## src/rtl/vreg_write_arbiter.sv

```systemverilog
// Vector RF write-port arbiter: in-order pipeline writeback vs. a FIFO of conv results.
// Latency: wb -> rf_we in 1 cycle; conv -> rf_we in 2 cycles on an idle port.
// Backpressure: conv_ready low when FIFO full (extra writes dropped, overflow_err); pipe_stall on forced conv grant.
module vreg_write_arbiter #(
    parameter int  LENGTH     = 16,
    parameter int  INT8       = 8,
    parameter int  DEPTH      = 4,
    parameter int  MAX_STARVE = 3,
    localparam int DW         = LENGTH * INT8
) (
    input  logic          clk,
    input  logic          reset,
    input  logic          wb_valid,
    input  logic [4:0]    wb_addr,
    input  logic [DW-1:0] wb_data,
    output logic          pipe_stall,
    input  logic          conv_write,
    input  logic [4:0]    conv_addr,
    input  logic [DW-1:0] conv_result,
    output logic          conv_ready,
    input  logic [4:0]    query_addr,
    output logic          pend_hit,
    output logic          rf_we,
    output logic [4:0]    rf_waddr,
    output logic [DW-1:0] rf_wdata,
    output logic          overflow_err
);
    localparam int AW = $clog2(DEPTH);
    localparam int CW = AW + 1;
    localparam int SW = $clog2(MAX_STARVE + 1);

    typedef struct packed {
        logic [4:0]    addr;
        logic [DW-1:0] data;
    } entry_t;

    entry_t        fifo_mem [DEPTH];
    logic [DEPTH-1:0] ent_vld;
    logic [AW-1:0] wr_ptr;
    logic [AW-1:0] rd_ptr;
    logic [CW-1:0] count;
    logic [CW-1:0] count_nxt;
    logic [SW-1:0] starve_cnt;
    logic [SW-1:0] starve_nxt;
    logic          fifo_nonempty;
    logic          force_conv;
    logic          grant_conv;
    logic          grant_wb;
    logic          enq;

    assign fifo_nonempty = (count != '0);
    assign conv_ready    = (count != CW'(DEPTH));
    assign force_conv    = fifo_nonempty && (starve_cnt == SW'(MAX_STARVE));
    assign grant_conv    = force_conv || (!wb_valid && fifo_nonempty);
    assign grant_wb      = !force_conv && wb_valid;
    assign pipe_stall    = force_conv;
    // A full FIFO refuses the write even if the head drains this same cycle.
    assign enq           = conv_write && conv_ready;
    assign count_nxt     = count + CW'(enq) - CW'(grant_conv);

    always_comb begin
        starve_nxt = starve_cnt;
        if (grant_conv) begin
            starve_nxt = '0;
        end else if (grant_wb && fifo_nonempty && (starve_cnt != SW'(MAX_STARVE))) begin
            starve_nxt = starve_cnt + SW'(1);
        end
        if (count_nxt == '0) begin
            starve_nxt = '0;
        end
    end

    always_comb begin
        pend_hit = 1'b0;
        for (int i = 0; i < DEPTH; i++) begin
            if (ent_vld[i] && (fifo_mem[i].addr == query_addr)) begin
                pend_hit = 1'b1;
            end
        end
    end

    always_ff @(posedge clk) begin
        if (reset) begin
            wr_ptr       <= '0;
            rd_ptr       <= '0;
            count        <= '0;
            starve_cnt   <= '0;
            ent_vld      <= '0;
            rf_we        <= 1'b0;
            rf_waddr     <= '0;
            rf_wdata     <= '0;
            overflow_err <= 1'b0;
        end else begin
            count      <= count_nxt;
            starve_cnt <= starve_nxt;
            if (enq) begin
                wr_ptr          <= wr_ptr + AW'(1);
                ent_vld[wr_ptr] <= 1'b1;
            end
            if (grant_conv) begin
                rd_ptr          <= rd_ptr + AW'(1);
                ent_vld[rd_ptr] <= 1'b0;
            end
            if (conv_write && !conv_ready) begin
                overflow_err <= 1'b1;
            end
            rf_we <= grant_conv || grant_wb;
            if (grant_conv) begin
                rf_waddr <= fifo_mem[rd_ptr].addr;
                rf_wdata <= fifo_mem[rd_ptr].data;
            end else if (grant_wb) begin
                rf_waddr <= wb_addr;
                rf_wdata <= wb_data;
            end
        end
    end

    // Payload storage needs no reset; occupancy is tracked by ent_vld.
    always_ff @(posedge clk) begin
        if (enq) begin
            fifo_mem[wr_ptr] <= '{addr: conv_addr, data: conv_result};
        end
    end

endmodule

```

## config.mk

```make
export PLATFORM = sky130hd
export DESIGN_NAME = vreg_write_arbiter
export DESIGN_NICKNAME = d
export VERILOG_FILES = /design/src/rtl/vreg_write_arbiter.sv
export SDC_FILE = /design/constraint.sdc
export NUM_CORES = 1
export LEC_CHECK = 0
export CORE_MARGIN = 1.5
export CORE_UTILIZATION = 45
export CTS_CLUSTER_DIAMETER = 100
export CTS_CLUSTER_SIZE = 8
export DETAILED_ROUTE_END_ITERATION = 6
export GPL_TIMING_DRIVEN = 0
export PLACE_DENSITY = 0.67
export SYNTH_ARGS = -nofsm -noshare
export SYNTH_HDL_FRONTEND = slang
export SYNTH_SLANG_ARGS = --single-unit
```

## constraint.sdc

```tcl
create_clock -name clk -period 6.7 [get_ports clk]
set_clock_uncertainty 0.15 [all_clocks]
set_input_delay 2.01 -clock clk [delete_from_list [all_inputs] [get_ports clk]]
set_output_delay 2.01 -clock clk [all_outputs]
set_load 0.02 [all_outputs]
```

# [Word-level counts from Yosys, hierarchy flattened]
# Memories as Yosys holds them, arrays and structs flattened. A register that Yosys moved wholly into a read port is not among the register bits.
# Index checks and enable logic that the tools add are counted.
[totals] input_bits=275 mem_bits_rw=532 memories=1 elab_cells=70 output_inout_bits=138 register_bits=148
[classes] bitwise=3 n_reduce_logical=22 magnitude_cmp=4 muxes=19 add_sub_neg=5 n_eq_ne=7
[mem_list] name="fifo_mem" words=4 word_bits=133 read_ports=5 rd_ports_with_merged_regs=1 wr=1 line_no="37" text="entry_t fifo_mem [DEPTH];"
[ops] op="128-bit 2-to-1 mux" count=2
[ops] op="5-bit equality test" count=4
[ops] op="1-bit logical AND" count=13
[ops] op="4-bit 2-to-1 mux" count=3
[ops] op="5-bit 2-to-1 mux" count=2
[ops] op="1-bit 2-to-1 mux" count=8
[ops] op="2-bit by 1-bit adder with 2-bit output, second input constant" count=3
[ops] op="2-bit by 3-bit less-than comparator with 1-bit output, second input constant" count=2
[ops] op="4-bit bitwise AND" count=1
[ops] op="1-bit demux with 2-bit select" count=2
[ops] op="2-bit by 1-bit greater-or-equal comparator with 1-bit output, second input constant" count=2
[ops] op="2-bit 2-to-1 mux" count=2
[ops] op="4-bit inverter" count=1
[ops] op="4-bit bitwise OR" count=1
[ops] op="3-bit by 1-bit adder with 3-bit output" count=1
[ops] op="1-bit logical NOT" count=3
[ops] op="3-bit logical NOT" count=1
[ops] op="3-bit != test, second input constant" count=1
[ops] op="3-bit nonzero test" count=1
[ops] op="3-bit OR reduction" count=1
[ops] op="3-bit by 1-bit subtractor with 3-bit output" count=1
[ops] op="2-bit equality test, second input constant" count=1
[ops] op="1-bit logical OR" count=2
[ops] op="2-bit != test, second input constant" count=1
[ops] op="2-bit nonzero test" count=1

# [Depth between registers and ports, before layout]
# Gate-level depths: netlist of the first run.
[logic_depth] depth_word=9 ltp_mapped=13

# [Worst setup path before layout of the first run]
# Ideal clock, no wire load.
[synth_timing] kind="input-to-reg" start="in conv_write" end="mem fifo_mem[0][0] (netlist name) (enable)" required_ps=6040 t_arrival_ps=5120 stages=1 slack_ps=919 setup_time_ps=510 path_cell_list="and3_1"
[synth_via] elab_chain_cells=3
[synth_lines] element="start, declared" line_no="17" text="input logic conv_write,"
[synth_lines] element="1-bit logical AND" line_no="58" text="assign enq = conv_write && conv_ready;"
[synth_lines] element="1-bit 2-to-1 mux" line_no="120" text="if (enq) begin"
[synth_lines] element="1-bit 2-to-1 mux (implied by the code)" line_no="121" text="fifo_mem[wr_ptr] <= '{addr: conv_addr, data: conv_result};"
[synth_lines] element="end, declared" line_no="37"
# Every way passes these cells.

# [Worst setup path in the final report of the first run]
[layout_timing] start="in query_addr[3]" end="out pend_hit"
[layout_via] elab_chain_cells=6 word_cells_on_any_way=12 classes_between="4 x eq/ne; 4 x mux; 4 x reduce/logical"
[layout_lines] element="start, declared" line_no="21" text="input logic [4:0] query_addr,"
[layout_lines] element="5-bit equality test" line_no="76" text="if (ent_vld[i] && (fifo_mem[i].addr == query_addr)) begin"
[layout_lines] element="1-bit logical AND" line_no="76"
[layout_lines] element="1-bit 2-to-1 mux (3 in series)" line_no="76"
[layout_lines] element="1-bit 2-to-1 mux *" line_no="76"
[layout_lines] element="end, declared" line_no="22" text="output logic pend_hit,"
# Every way passes the cells marked *; elsewhere a longest branch is shown, timed or not.

==> results of run 1 <==
tightest hold or removal path, stage by stage, from the launching register on:
cell and delay, ps:
dfxtp_1 300, nand2_1 50, nand2_1 40
sequential cells by signal (all words and copies together) (netlist names), 2 cells and up, named ones only:
name and count:
fifo_mem 532, rf_wdata 128, rf_waddr 5, ent_vld 4
count 3, rd_ptr 2, starve_cnt 2, wr_ptr 2
placed cells by master (no fill, tap or decap), types with 3 or more instances in the layout:
master / Yosys / final
xor2_1: 16 / 16
o21a_1: 4 / 4
buf_16: 0 / 8
buf_4: 4 / 4
ha_1: 10 / 10
nand3_1: 3 / 3
a22oi_1: 70 / 70
clkbuf_1: 26 / 103
inv_1: 6 / 6
clkbuf_16: 0 / 97
xnor2_1: 10 / 10
and3_4: 0 / 4
a21oi_1: 12 / 12
edfxtp_1: 532 / 532
mux4_2: 133 / 133
nor4_1: 4 / 4
dfxtp_1: 150 / 150
diode_2: 0 / 4
a211oi_2: 59 / 59
nor2b_1: 4 / 4
buf_12: 6 / 6
buf_6: 21 / 21
buf_2: 28 / 28
buf_1: 5 / 5
a211oi_1: 3 / 3
nor2_1: 74 / 73
nand2_1: 206 / 206
a21oi_2: 59 / 59
clkdlybuf4s50_1: 0 / 411
kinds of logic (layout without fill, tap and decap cells):
kind of cell / Yosys count / in the layout / share of synthesized area [%]
flops: 682 / 682 / 72.5
simple gates: 306 / 306 / 4.77
compound gates: 211 / 211 / 7.34
mux: 133 / 133 / 11.4
buf+inv: 96 / 696 / 2.54
xor+xnor: 26 / 26 / 0.870
fa+ha+maj: 11 / 11 / 0.554
other cells: 0 / 4 / 0
report_power, final:
part / total [mW] / switching (mW) / internal [mW]
registers: 5.45 / 0.229 / 5.22
logic: 3.57 / 1.89 / 1.68
clock network: 4.46 / 1.74 / 2.72
total: 13.5 / 3.86 / 9.61
worst paths after layout:
| path | from | to | slack (ps) | cells past startpoint |
|---|---|---|---|---|
| setup / recovery | query_addr[3] | pend_hit | 490 | 7 |
| hold / removal | rf_wdata[12]$_SDFFE_PP0P_ | rf_wdata[12]$_SDFFE_PP0P_ | 280 | 2 |
| setup reg to reg | count[1]$_SDFF_PP0_ | starve_cnt[1]$_SDFFE_PP0P_ | 3650 | 13 |
| hold reg to reg | rf_wdata[12]$_SDFFE_PP0P_ | rf_wdata[12]$_SDFFE_PP0P_ | 280 | 2 |
final cells by class:
type | count | area [um2] | share of cell area (%)
plain buffers | 90 | 643 | 1.87
clock buffers | 174 | 2720 | 7.91
repair buffers | 420 | 4350 | 12.7
flip-flops and latches | 682 | 19000 | 55.3
multi-input cells | 687 | 6560 | 19.1
well taps | 765 | 957 | 2.79
inverters | 6 | 22.5 | 0.0656
diodes | 4 | 10.0 | 0.0292
clock inverters | 6 | 92.6 | 0.270
through the flow:
stage / cell area (um2) / setup TNS (ps)
after floorplan: 26200 / 0
after global placement: 31300 / -1270360
after detailed placement: 31500 / 0
after CTS: 34300 / 0
after global routing: 34300 / 0
final: 34300 / 0
per-layer routing:
layer | part of all wire, % | global-route usage, % | vias to the layer above
li1 | - | - | 6792
met1 | 42 | 28.1 | 7546
met2 | 50 | 35.5 | 375
met3 | 6.3 | 5.39 | 94
met4 | 1.7 | 6.14 | 20
met5 | 0.21 | 0 | -
==> summary.md, run 1 <==
| Metric | Value |
|---|---|
| Final Power | 13.5 mW |
| Cell Count, Final, Fillers Out | 2834 |
| Final period utilization | 92.6% |
| Worst skew pair latency | 630 ps |
| Global placement routability congestion | 0.814 |
| Fmax | 161 MHz |
| Crit path required time | 4540 ps |
| Number of port buffers | 411 |
| Worst path max stage delay | 660 ps |
| Synth top area cells | edfxtp_1, dfxtp_1, mux4_2, nand2_1, a211oi_2 |
| Buf/Inv on CP | 2 |
| FF+latch count, synth | 682 |
| Register area share after synthesis | 72.5% |
| Mean Syn Cell Area | 17.9 um2 |
| Top_reg_cell synth | edfxtp_1 |
| # Post-CTS Setup Buffers | 0 |
| Cell Pwr Density | 393 nW/um2 |
| Synth Warn # | 0 |
| Worst setup margin | 493 ps |
| RSZ-0062 raised after global routing | no |
| Drt drc | 0 |
| Synth top cells by count | edfxtp_1, nand2_1, dfxtp_1, mux4_2, nor2_1 |
| Max clock buf depth | 3 |
| Critical path capture point type | primary output |
| CP Launch Type | input port |
| Worst slack, placed | 500 ps |
| Leak Pwr | 11.6 nW |
| Synth area leader | edfxtp_1 |
| Worst hold margin | 283 ps |
| Status | complete, no violations |
| First-pass GRT wire length | 95.7 mm |
| Yosys cell types | 37 |
| Worst Tran Pin Value | 1080 ps |
| Detail Route Antenna Nets | 0 |
| TritonCTS clock tree | done |
| H-tree depth | 3 |
| 1st-iter DRT viols | 979 |
| Synth top area share | 61.0% |
| Nets | 2268 |
| Total grt overflow | 0 |
| Family with the most delay on the worst path | buffers and inverters |
| Worst-case vdd ir drop | 0.000281 V |
| Fill cells | 4326 |
| Critical path's slowest cell | clkdlybuf4s50_1 |
| Min-Delay Path Class | flop to flop |
| Wire length per cell | 22.5 um |
| Synthesized net count | 1751 |
| IO Count | 413 |
| Worst-path clk slew | 50 ps |
| EDFF count, synth | 532 |
| Drt first pass iters | 5 |
| Gr usage total | 21.4% |
| Clock Tree Root | clkbuf_16 |
| Async S/R FF share, synth | 0% |
| Die X | 244 um |
| Starting density of the core | 45.5% |
| Crit-path cells | clkdlybuf4s50_1, xor2_1, nor4_1, and3_1, a31oi_1, nand3_1, clkdlybuf4s50_1 |
| Inst Count DP | 2650 |
| Most common cell in the synthesized netlist | edfxtp_1 |
| Antenna violations before repair | 13 |
| Min Tclk post-route | 6210 ps |
| Largest net degree at the start of global routing | 55 |
| Die height | 244 um |
| Hold buffers post-CTS | 0 |
| Cell Rows | 88 |
| Worst path most repeated cell | clkdlybuf4s50_1 |
| Synthesized instance count | 1465 |
| Die area | 59600 um2 |
| Final hold violation count | 0 |
| P&R area growth vs syn | 31.1% |
| CTS Buf Count | 95 |
| Wirelength, routed | 63.9 mm |
| Placeable core area | 57600 um2 |
| Maxcap violations | 0 |
| Finished Core Util | 59.6% |
| Number of global-route vias before repair | 15697 |
| Sink Count | 682 |
| # setup viols final | 0 |
| Fraction of layout cells with a size suffix above 1 | 20.9% |
| Post-DP HPWL | 42.4 mm |
| Via count | 14827 |
| Critical setup path kind | input port to primary output |
| Cts repair resizes | 0 |
| Vias per cell | 5.23 |
| Max FO, Critical Path | 4 |
| Pins Over Slew Limit | 0 |
| Mapped Area | 26200 um2 |
| Crit path DAT | 4050 ps |
| Worst rel slew slack | 27.6% |
(Power assumes the default switching activity.)
==> run 2, diff against run 1 <==
- CELL_PAD_IN_SITES_DETAIL_PLACEMENT: not set -> 1
- CELL_PAD_IN_SITES_GLOBAL_PLACEMENT: not set -> 2
- CORE_UTILIZATION: 45 -> 39
- PLACE_DENSITY: 0.67 -> 0.77
==> summary.md, run 2 (same netlist as run 1, synthesis figures left out) <==
| Metric | Value |
|---|---|
| Worst path most repeated cell | clkdlybuf4s50_1 |
| Design area | 34500 um2 |
| Worst rel slew slack | 28.7% |
| Hold buffers post-CTS | 0 |
| Finished Core Util | 52.2% |
| CP Launch Type | input port |
| Maxcap violations | 0 |
| Fmax | 160 MHz |
| Final Power | 13.6 mW |
| Drt drc | 0 |
| Worst path max stage delay | 680 ps |
| RSZ-0062 raised after global routing | no |
| Pins Over Slew Limit | 0 |
| Vias per cell | 5.12 |
| Wire length per cell | 24.1 um |
| Sink Count | 682 |
| R2R cell count | 13 |
| Sequential share of power | 40.2% |
| Largest register by flop count | fifo_mem |
| Crit-path cells | clkdlybuf4s50_1, xor2_1, nor4_1, and3_1, a31oi_1, nand3_1, clkdlybuf4s50_1 |
| Crit path DAT | 4100 ps |
| Critical setup path kind | input port to primary output |
| Clock group share of total power | 33.2% |
| First-pass GRT wire length | 104 mm |
| # Post-CTS Setup Buffers | 0 |
| Max clock buf depth | 3 |
| Worst-case vdd ir drop | 0.000216 V |
| Inst Count DP | 2750 |
| Fill cells | 6216 |
| Gr usage total | 20.5% |
| Critical path capture point type | primary output |
| Top flop regs | fifo_mem: 532 flops, rf_wdata: 128 flops, rf_waddr: 5 flops |
| IO Count | 413 |
| Leak Pwr | 11.6 nW |
| Die area | 68700 um2 |
| # setup viols final | 0 |
| Fraction of layout cells with a size suffix above 1 | 20.9% |
| Starting density of the core | 39.6% |
| Combinational share of power | 26.7% |
| Worst Tran Pin Value | 1060 ps |
| Placeable core area | 66100 um2 |
| CTS Buf Count | 95 |
| Area after DPL | 31700 um2 |
| Number of port buffers | 411 |
| Min Tclk post-route | 6260 ps |
| Final period utilization | 93.4% |
| Min-Delay Path Class | flop to flop |
| Worst skew pair latency | 640 ps |
| Max reg flops | 532 |
| Switching Share | 29.4% |
| Setup TNS | 0 ps |
| Number of global-route vias before repair | 16675 |
| Cell Pwr Density | 395 nW/um2 |
| Post-DP HPWL | 48.1 mm |
| Crit path required time | 4540 ps |
| Detail Route Antenna Nets | 0 |
| Antenna violations before repair | 13 |
| Global placement routability congestion | 0.775 |
| Drt first pass iters | 4 |
| Wirelength, routed | 70.6 mm |
| Die X | 262 um |
| Nets | 2269 |
| Most frequent cells in the layout | edfxtp_1, clkdlybuf4s50_1, nand2_1 |
| Final hold violation count | 0 |
| Largest net degree at the start of global routing | 53 |
| Cts repair resizes | 0 |
| TritonCTS clock tree | done |
| Cell Rows | 94 |
| 1st-iter DRT viols | 698 |
| P&R area growth vs syn | 31.8% |
| Worst-path clk slew | 50 ps |
| Total grt overflow | 0 |
| Max FO, Critical Path | 4 |
| Hold Crit Depth | 2 |
| H-tree depth | 3 |
| Cell Count, Final, Fillers Out | 2933 |
| Switching power | 4.00 mW |
| Clock Tree Root | clkbuf_16 |
| Internal power | 9.61 mW |
| Via count | 15021 |
| Status | complete, no violations |
| Commonest non-fill, non-tap cell in the layout | edfxtp_1 |
| Die height | 262 um |
| Critical path's slowest cell | clkdlybuf4s50_1 |
==> run 2: cell types whose count changed in the layout (fill, tap and decap cells not counted), sizes merged <==
cell / previous run / this run
clkinv: 3 / 4
clkbuf: 200 / 196
diode: 4 / 6
buf: 73 / 74
==> run 2: critical path, delay by kind of cell <==
kind	cells	cell delay [ps]
AND/OR/NAND/NOR	3	630
buffers and inverters	2	1210
AO/OA/AOI/OAI	1	60
XOR/XNOR	1	190
==> run 2: layout make-up <==
| type | count | area, um2 | share of cell area [%] |
|---|---|---|---|
| multi-input cells | 687 | 6560 | 19.0 |
| diodes | 6 | 15.0 | 0.0435 |
| clock buffers | 170 | 2680 | 7.77 |
| plain buffers | 90 | 643 | 1.86 |
| clock inverters | 7 | 145 | 0.421 |
| inverters | 6 | 22.5 | 0.0653 |
| well taps | 864 | 1080 | 3.13 |
| flip-flops and latches | 682 | 19000 | 55.0 |
| repair buffers | 421 | 4370 | 12.7 |
==> run 2: final timing paths <==
check / startpoint / to / slack (ps)
setup reg to reg: count[1]$_SDFF_PP0_ / starve_cnt[1]$_SDFFE_PP0P_ / 3580
hold / removal: rf_wdata[67]$_SDFFE_PP0P_ / rf_wdata[67]$_SDFFE_PP0P_ / 290
hold reg to reg: rf_wdata[67]$_SDFFE_PP0P_ / rf_wdata[67]$_SDFFE_PP0P_ / 290
setup / recovery: query_addr[3] / pend_hit / 440
==> run 2: layer usage <==
layer | track usage [%] | wire [um] | up-vias
met5 | 0 | 108 | -
met4 | 6.52 | 1690 | 14
met3 | 5.25 | 4120 | 116
met2 | 34.7 | 35700 | 377
met1 | 25.7 | 29000 | 7746
li1 | - | - | 6768
==> run 2: power groups by stage <==
stage / combinational [mW] / clock [mW] / sequential (mW)
5_1_grt: 3.89 / 4.78 / 5.52
2_1_floorplan: 1.92 / 0 / 5.84
3_3_place_gp: 3.58 / 0 / 5.61
3_5_place_dp: 3.69 / 0 / 5.55
6_report: 3.63 / 4.51 / 5.47
4_1_cts: 3.71 / 4.63 / 5.47
==> run 2: per-stage QoR <==
step	hold WS [ps]	setup WS, ps
4_1_cts	288	433
5_1_grt	308	373
2_1_floorplan	283	919
3_3_place_gp	277	-2540
6_report	286	442
3_5_place_dp	281	440
